$ cat src/rtl/l1_wb_loader.sv
// Wishbone initiator for the L1 trigger register space: loads per-beam
// {subthreshold,threshold} pairs with a commit write, or dumps all scalers to a stream.
module l1_wb_loader #(
   parameter int NBEAMS      = 2,
   parameter int THRESH_BITS = 18,
   parameter int TIMEOUT     = 255
) (
   input  logic                     wb_clk_i,
   input  logic                     wb_rst_i,
   output logic                     wb_cyc_o,
   output logic                     wb_stb_o,
   output logic                     wb_we_o,
   output logic [12:0]              wb_adr_o,
   output logic [31:0]              wb_dat_o,
   output logic [3:0]               wb_sel_o,
   input  logic                     wb_ack_i,
   input  logic                     wb_err_i,
   input  logic                     wb_rty_i,
   input  logic [31:0]              wb_dat_i,
   input  logic                     load_start_i,
   input  logic                     scal_start_i,
   input  logic [2*THRESH_BITS-1:0] thr_tdata_i,
   input  logic                     thr_tvalid_i,
   output logic                     thr_tready_o,
   output logic [31:0]              scal_tdata_o,
   output logic                     scal_tuser_o,
   output logic                     scal_tlast_o,
   output logic                     scal_tvalid_o,
   input  logic                     scal_tready_i,
   output logic                     busy_o,
   output logic                     done_o,
   output logic                     err_o
);

   localparam int IW = (2*NBEAMS > 1) ? $clog2(2*NBEAMS) : 1;

   typedef enum logic [2:0] {
      S_IDLE, S_TH_WAIT, S_TH_WR, S_SUB_WR, S_COMMIT, S_RD, S_OUT, S_GAP
   } state_t;

   state_t                 state_q, state_d, ret_q, ret_d;
   logic                   cyc_q, cyc_d;
   logic [IW-1:0]          idx_q, idx_d;
   logic [7:0]             timer_q, timer_d;
   logic [THRESH_BITS-1:0] thr_q, thr_d, sub_q, sub_d;
   logic [31:0]            rdata_q, rdata_d;
   logic                   err_q, err_d, done_q, done_d;

   logic                   sub_idx, last_idx, we;
   logic [IW-1:0]          rd_beam;
   logic [12:0]            adr;
   logic [31:0]            wdat;

   // idx_q is the beam during a load and the scaler index during a dump.
   always_comb begin
      sub_idx  = (idx_q >= IW'(NBEAMS));
      last_idx = (idx_q == IW'(2*NBEAMS-1));
      rd_beam  = sub_idx ? (idx_q - IW'(NBEAMS)) : idx_q;
      adr      = 13'h0;
      wdat     = 32'h0;
      we       = 1'b0;
      case (state_q)
         S_TH_WR: begin
            we   = 1'b1;
            adr  = 13'h0800 + (13'(idx_q) << 2);
            wdat = 32'(thr_q);
         end
         S_SUB_WR: begin
            we   = 1'b1;
            adr  = 13'h0A00 + (13'(idx_q) << 2);
            wdat = 32'(sub_q);
         end
         S_COMMIT: begin
            we   = 1'b1;
            adr  = 13'h1800;
            wdat = 32'h3;
         end
         S_RD:    adr = (sub_idx ? 13'h0600 : 13'h0400) + (13'(rd_beam) << 2);
         default: ;
      endcase
   end

   // State only changes together with cyc dropping, so the bus fields can be
   // decoded from state_q and gated by cyc_q without glitching mid-cycle.
   assign wb_cyc_o      = cyc_q;
   assign wb_stb_o      = cyc_q;
   assign wb_sel_o      = {4{cyc_q}};
   assign wb_we_o       = cyc_q & we;
   assign wb_adr_o      = cyc_q ? adr : 13'h0;
   assign wb_dat_o      = (cyc_q & we) ? wdat : 32'h0;
   assign thr_tready_o  = (state_q == S_TH_WAIT);
   assign scal_tvalid_o = (state_q == S_OUT);
   assign scal_tdata_o  = rdata_q;
   assign scal_tuser_o  = (state_q == S_OUT) & sub_idx;
   assign scal_tlast_o  = (state_q == S_OUT) & last_idx;
   assign busy_o        = (state_q != S_IDLE);
   assign done_o        = done_q;
   assign err_o         = err_q;

   always_comb begin
      state_d = state_q;
      ret_d   = ret_q;
      cyc_d   = cyc_q;
      idx_d   = idx_q;
      timer_d = timer_q;
      thr_d   = thr_q;
      sub_d   = sub_q;
      rdata_d = rdata_q;
      err_d   = err_q;
      done_d  = 1'b0;
      case (state_q)
         S_IDLE: begin
            if (load_start_i) begin
               state_d = S_TH_WAIT;
               idx_d   = '0;
               err_d   = 1'b0;
            end else if (scal_start_i) begin
               state_d = S_RD;
               idx_d   = '0;
               err_d   = 1'b0;
            end
         end
         S_TH_WAIT: begin
            if (thr_tvalid_i) begin
               thr_d   = thr_tdata_i[THRESH_BITS-1:0];
               sub_d   = thr_tdata_i[2*THRESH_BITS-1:THRESH_BITS];
               state_d = S_TH_WR;
            end
         end
         S_TH_WR, S_SUB_WR, S_COMMIT, S_RD: begin
            if (!cyc_q) begin
               cyc_d   = 1'b1;
               timer_d = 8'd0;
            end else begin
               timer_d = timer_q + 8'd1;
               if (wb_err_i) begin
                  cyc_d   = 1'b0;
                  err_d   = 1'b1;
                  state_d = S_IDLE;
               end else if (wb_ack_i) begin
                  cyc_d = 1'b0;
                  case (state_q)
                     S_TH_WR:  state_d = S_SUB_WR;
                     S_SUB_WR: begin
                        if (idx_q == IW'(NBEAMS-1)) begin
                           state_d = S_COMMIT;
                        end else begin
                           idx_d   = idx_q + IW'(1);
                           state_d = S_TH_WAIT;
                        end
                     end
                     S_COMMIT: begin
                        state_d = S_IDLE;
                        done_d  = 1'b1;
                     end
                     default: begin
                        rdata_d = wb_dat_i;
                        state_d = S_OUT;
                     end
                  endcase
               end else if (wb_rty_i) begin
                  cyc_d   = 1'b0;
                  ret_d   = state_q;
                  state_d = S_GAP;
               end else if (timer_q == 8'(TIMEOUT-1)) begin
                  // timer_q counts cycles already spent waiting; this is cycle TIMEOUT.
                  cyc_d   = 1'b0;
                  err_d   = 1'b1;
                  state_d = S_IDLE;
               end
            end
         end
         S_OUT: begin
            if (scal_tready_i) begin
               if (last_idx) begin
                  state_d = S_IDLE;
                  done_d  = 1'b1;
               end else begin
                  idx_d   = idx_q + IW'(1);
                  state_d = S_RD;
               end
            end
         end
         S_GAP: begin
            // One idle cycle, then reissue the identical access with a fresh timer.
            state_d = ret_q;
            cyc_d   = 1'b1;
            timer_d = 8'd0;
         end
         default: state_d = S_IDLE;
      endcase
   end

   always_ff @(posedge wb_clk_i or posedge wb_rst_i) begin
      if (wb_rst_i) begin
         state_q <= S_IDLE;
         ret_q   <= S_IDLE;
         cyc_q   <= 1'b0;
         idx_q   <= '0;
         timer_q <= 8'd0;
         thr_q   <= '0;
         sub_q   <= '0;
         rdata_q <= 32'h0;
         err_q   <= 1'b0;
         done_q  <= 1'b0;
      end else begin
         state_q <= state_d;
         ret_q   <= ret_d;
         cyc_q   <= cyc_d;
         idx_q   <= idx_d;
         timer_q <= timer_d;
         thr_q   <= thr_d;
         sub_q   <= sub_d;
         rdata_q <= rdata_d;
         err_q   <= err_d;
         done_q  <= done_d;
      end
   end

endmodule

$ cat config.mk
export PLATFORM = sky130hd
export DESIGN_NAME = l1_wb_loader
export DESIGN_NICKNAME = d
export VERILOG_FILES = /design/src/rtl/l1_wb_loader.sv
export SDC_FILE = /design/constraint.sdc
export NUM_CORES = 1
export LEC_CHECK = 0
export ABC_AREA = 0
export CAP_MARGIN = 20
export CORE_UTILIZATION = 44
export DETAILED_ROUTE_END_ITERATION = 7
export DONT_BUFFER_PORTS = 1
export GPL_TIMING_DRIVEN = 0
export MAX_ROUTING_LAYER = met4
export PLACE_DENSITY = 0.61
export SETUP_SLACK_MARGIN = 0.3
export SLEW_MARGIN = 20
export SYNTH_ARGS = -nofsm -noshare
export SYNTH_HDL_FRONTEND = slang
export SYNTH_SLANG_ARGS = --single-unit
$ cat constraint.sdc
create_clock -name wb_clk_i -period 2.7 [get_ports wb_clk_i]
set_input_delay 0.54 -clock wb_clk_i [delete_from_list [all_inputs] [get_ports wb_clk_i]]
set_output_delay 0.54 -clock wb_clk_i [all_outputs]
set_load 0.02 [all_outputs]
==> impl_metrics.yaml, run 1 <==
placement:
  post-dp-hpwl_um: 6900
  place_congestion: 0.865
  placed_area_sq_um: 4710
  io_buffers: 0
  numPlacedInstances: 537
cells_and_area:
  area_growth_pct: 18.7
  fin_cells: 561
  drive_gt1_frac: 0.411
  ff_latch_area_sq_um: 2180
  nFillCells: 874
  nets: 507
  multiInputGateArea_sq_um: 2120
  design_area_sq_um: 5260
  diodes: 0
critical_path:
  startpoint: "state_q[1]"
  required_ns: 2.16
  cp_slowest_cell: "dfrtp_2"
  r2r_end: "state_q[0]"
  cp.arrival_ns: 1.82
  r2r_setup_slack_ns: 0.47
  crit_cells: 6
  endpoint: "wb_adr_o[3]"
  worst-path-buf-inv: 2
  critPathKind: "flop to primary output"
  crit_chain: "buf_6 -> buf_6 -> nand3b_1 -> nor3b_2 -> a21oi_1 -> nor2_2"
  critical-path-top-delay-family: "simple AND/OR/NAND/NOR gates"
  critPathMaxFanout: 5
  critPathMaxStageDelay_ns: 0.46
  ff2ff_path_depth: 7
  timing.critical_path.mode_cell: "buf_6"
  timing.rr.start: "state_q[2]"
  start_kind: "flop"
  cp-end-kind: "primary output"
routing:
  vias_per_cell: 5.27
  wire_per_inst_um: 17.2
  drc: 0
  drt_wl_total_um: 9630
  via_count: 2956
  dr.first_iter.drc_count: 94
  ant_nets: 0
  dr.pass1.iters: 4
yosys:
  synth.area.top_cells: "dfrtp_1 49%, mux2_2 18%, buf_4 5.4%, mux2i_1 4.1%, nor2_1 2.8%"
  yosysSeqAreaShare: 0.492
  synth_largest_area_cell: "dfrtp_1"
  synth_cell_types: 47
  synth_most_common_cell: "dfrtp_1"
  post-synth-top-area-fraction: 0.492
  syn_inst: 382
  avgSynthCellArea_sq_um: 11.6
  netlist_area_sq_um: 4430
  yosysWarningCount: 0
  synthArstFlopShare: 1.00
  synth_common_cells: "87 x dfrtp_1, 70 x mux2_2, 33 x nor2_1"
  synth-seq-cells: 87
  synth_edf_count: 0
  synth_flop_cell: "dfrtp_1"
global_routing:
  grt_pass1_vias: 2972
  grt.total_usage: 0.197
  grt_pass1_wl_um: 15000
  antenna_found_initial: 0
  grt_start_max_net_pins: 32
  grt_overflow: 0
power_and_ir_drop:
  leakagePower_uw: 0.00234
  ir_drop_mv: 0.539
  p_total_uw: 6580
  power.density_nw_per_um2: 1250
clock_network:
  tritoncts: "built"
  cts_root_buf: "clkbuf_8"
  numCtsBuffers: 9
  clock-sinks: 87
  cts_htree_levels: 3
  path_clk_slew_ns: 0.09
  clk_path_buf_depth: 2
  insertion_delay_ns: 0.36
  cts_hold_buf: 0
job:
  drv_cap: 0
sta:
  hold_viol: 0
  rsz0062_at_grt: "yes"
  drv_slew: 0
  worst_slew_pin_slew_ns: 0.654
  max_freq_ghz: 0.424
  setup_tns_ns: 0
  fin_crit_sh: 0.874
  slew_headroom: 0.563
  fin_skew_ns: 0.00971
  min_period_ns: 2.36
  setup_viol: 0
floorplan:
  die_y_um: 102
  coreArea_sq_um: 9770
  io_pins: 168
  dieWidth_um: 102
  initial_core_util: 0.453
  die_area_sq_um: 10500
  row_count: 36
worst_hold_path:
  hold_path_class: "input port to asynchronous set/reset pin"
status:
  outcome: "finished clean"
-- per-layer routing --
layer / global-route usage / routed length, um / up-vias
met1: 0.245 / 4090 / 1451
met3: 0.0499 / 656 / 18
met5: - / 0 / -
met2: 0.306 / 4690 / 121
li1: - / - / 1366
met4: 0.0802 / 191 / 0
-- power by group --
part | switching, uW | internal (uW) | leakage, uW | total, uW
combinational | 1410 | 1310 | 0.00116 | 2720
sequential | 749 | 1920 | 0.00105 | 2670
clock | 483 | 711 | 0.000126 | 1190
total | 2640 | 3940 | 0.00234 | 6580
-- flip-flops by register name, indices dropped and copies added (netlist names) --
signal	count
scal_tdata_o	32
state_q	3
ret_q	3
timer_q	8
err_o	1
idx_q	2
sub_q	18
done_o	1
thr_q	18
wb_cyc_o	1
-- worst reg2reg max path, stage by stage, from the launching register on --
cell and delay, ns:
dfrtp_1 0.44, inv_2 0.15, ha_4 0.22, buf_6 0.13, or4_1 0.47, a41o_1 0.25, nand2_2 0.12, mux2_2 0.34
-- worst min path at each step --
stage                        start               end  slack (ns)  depth (start not counted)
after floorplan           ret_q[2]          ret_q[2]        0.45                          2
after global placement    ret_q[2]          ret_q[2]        0.48                          2
after detailed placement  ret_q[2]          ret_q[2]        0.49                          2
after CTS                 wb_rst_i  scal_tdata_o[22]        0.13                          1
after global routing      wb_rst_i  scal_tdata_o[10]        0.15                          1
final                     wb_rst_i  scal_tdata_o[22]        0.13                          1
-- cell usage in the layout, fill, tap and decap left out, types with 2 or more instances in the layout --
master	count
o21ai_1	3
nor2_1	21
buf_12	2
buf_4	38
buf_6	8
clkinvlp_4	3
dfrtp_2	4
inv_1	5
mux2_2	70
inv_2	2
mux2i_1	18
and2_1	2
bufinv_16	4
o21ai_0	6
nand3b_1	2
clkbuf_8	10
nor2_4	10
nor2_2	3
nand3_1	5
a21o_1	5
nor2b_1	5
nand2b_1	4
nor3b_1	2
conb_1	21
and3_1	3
or4_1	2
o21a_1	5
dfrtp_1	83
ha_1	6
nand2_1	12
mux2_1	3
nor2b_2	4
clkbuf_1	3
a21oi_1	15
nor3_1	8
-- what timing repair did --
action	in CTS	in global routing
resized for setup	41	18
endpoints found under the setup margin	26	25
hold endpoints to repair	0	0
pin swaps	3	4
setup buffers	2	4
cloned	1	1
-- cell type report --
| cell class | count | area share |
|---|---|---|
| clock buffer | 9 | 0.0236 |
| timing repair buffer | 10 | 0.0198 |
| buffer | 46 | 0.0721 |
| sequential | 87 | 0.415 |
| clock inverter | 7 | 0.0274 |
| inverter | 8 | 0.00643 |
| tap | 133 | 0.0317 |
| multi-input combinational | 261 | 0.404 |
-- kinds of logic after synthesis --
family | Yosys count | synth area share
buffers and inverters | 54 | 0.0811
adders and majority gates | 7 | 0.0198
xor gates and xnor gates | 1 | 0.00198
DFF | 87 | 0.492
other | 1 | 0.000847
AOI/OAI and AO/OA | 44 | 0.0644
and+or+nand+nor | 97 | 0.114
muxes | 91 | 0.226
-- stage by stage --
stage / setup WS (ns) / utilization / hold WS, ns
6_report: 0.340 / 0.538 / 0.126
5_1_grt: 0.263 / 0.538 / 0.152
4_1_cts: 0.283 / 0.528 / 0.126
3_5_place_dp: 0.237 / 0.482 / 0.489
3_3_place_gp: 0.241 / 0.478 / 0.477
2_1_floorplan: 0.533 / - / 0.450
Note: power is estimated with default switching activity, not from simulation.
==> inputs of run 2 (changes only) <==
--- a/config.mk
+++ b/config.mk
@@ -7,6 +7,7 @@
 export LEC_CHECK = 0
 export ABC_AREA = 0
 export CAP_MARGIN = 20
+export CORE_MARGIN = 1
 export CORE_UTILIZATION = 44
 export DETAILED_ROUTE_END_ITERATION = 7
 export DONT_BUFFER_PORTS = 1
==> results of run 2 <==
No change in the layout: final DEF, timing and power equal those of run 1.
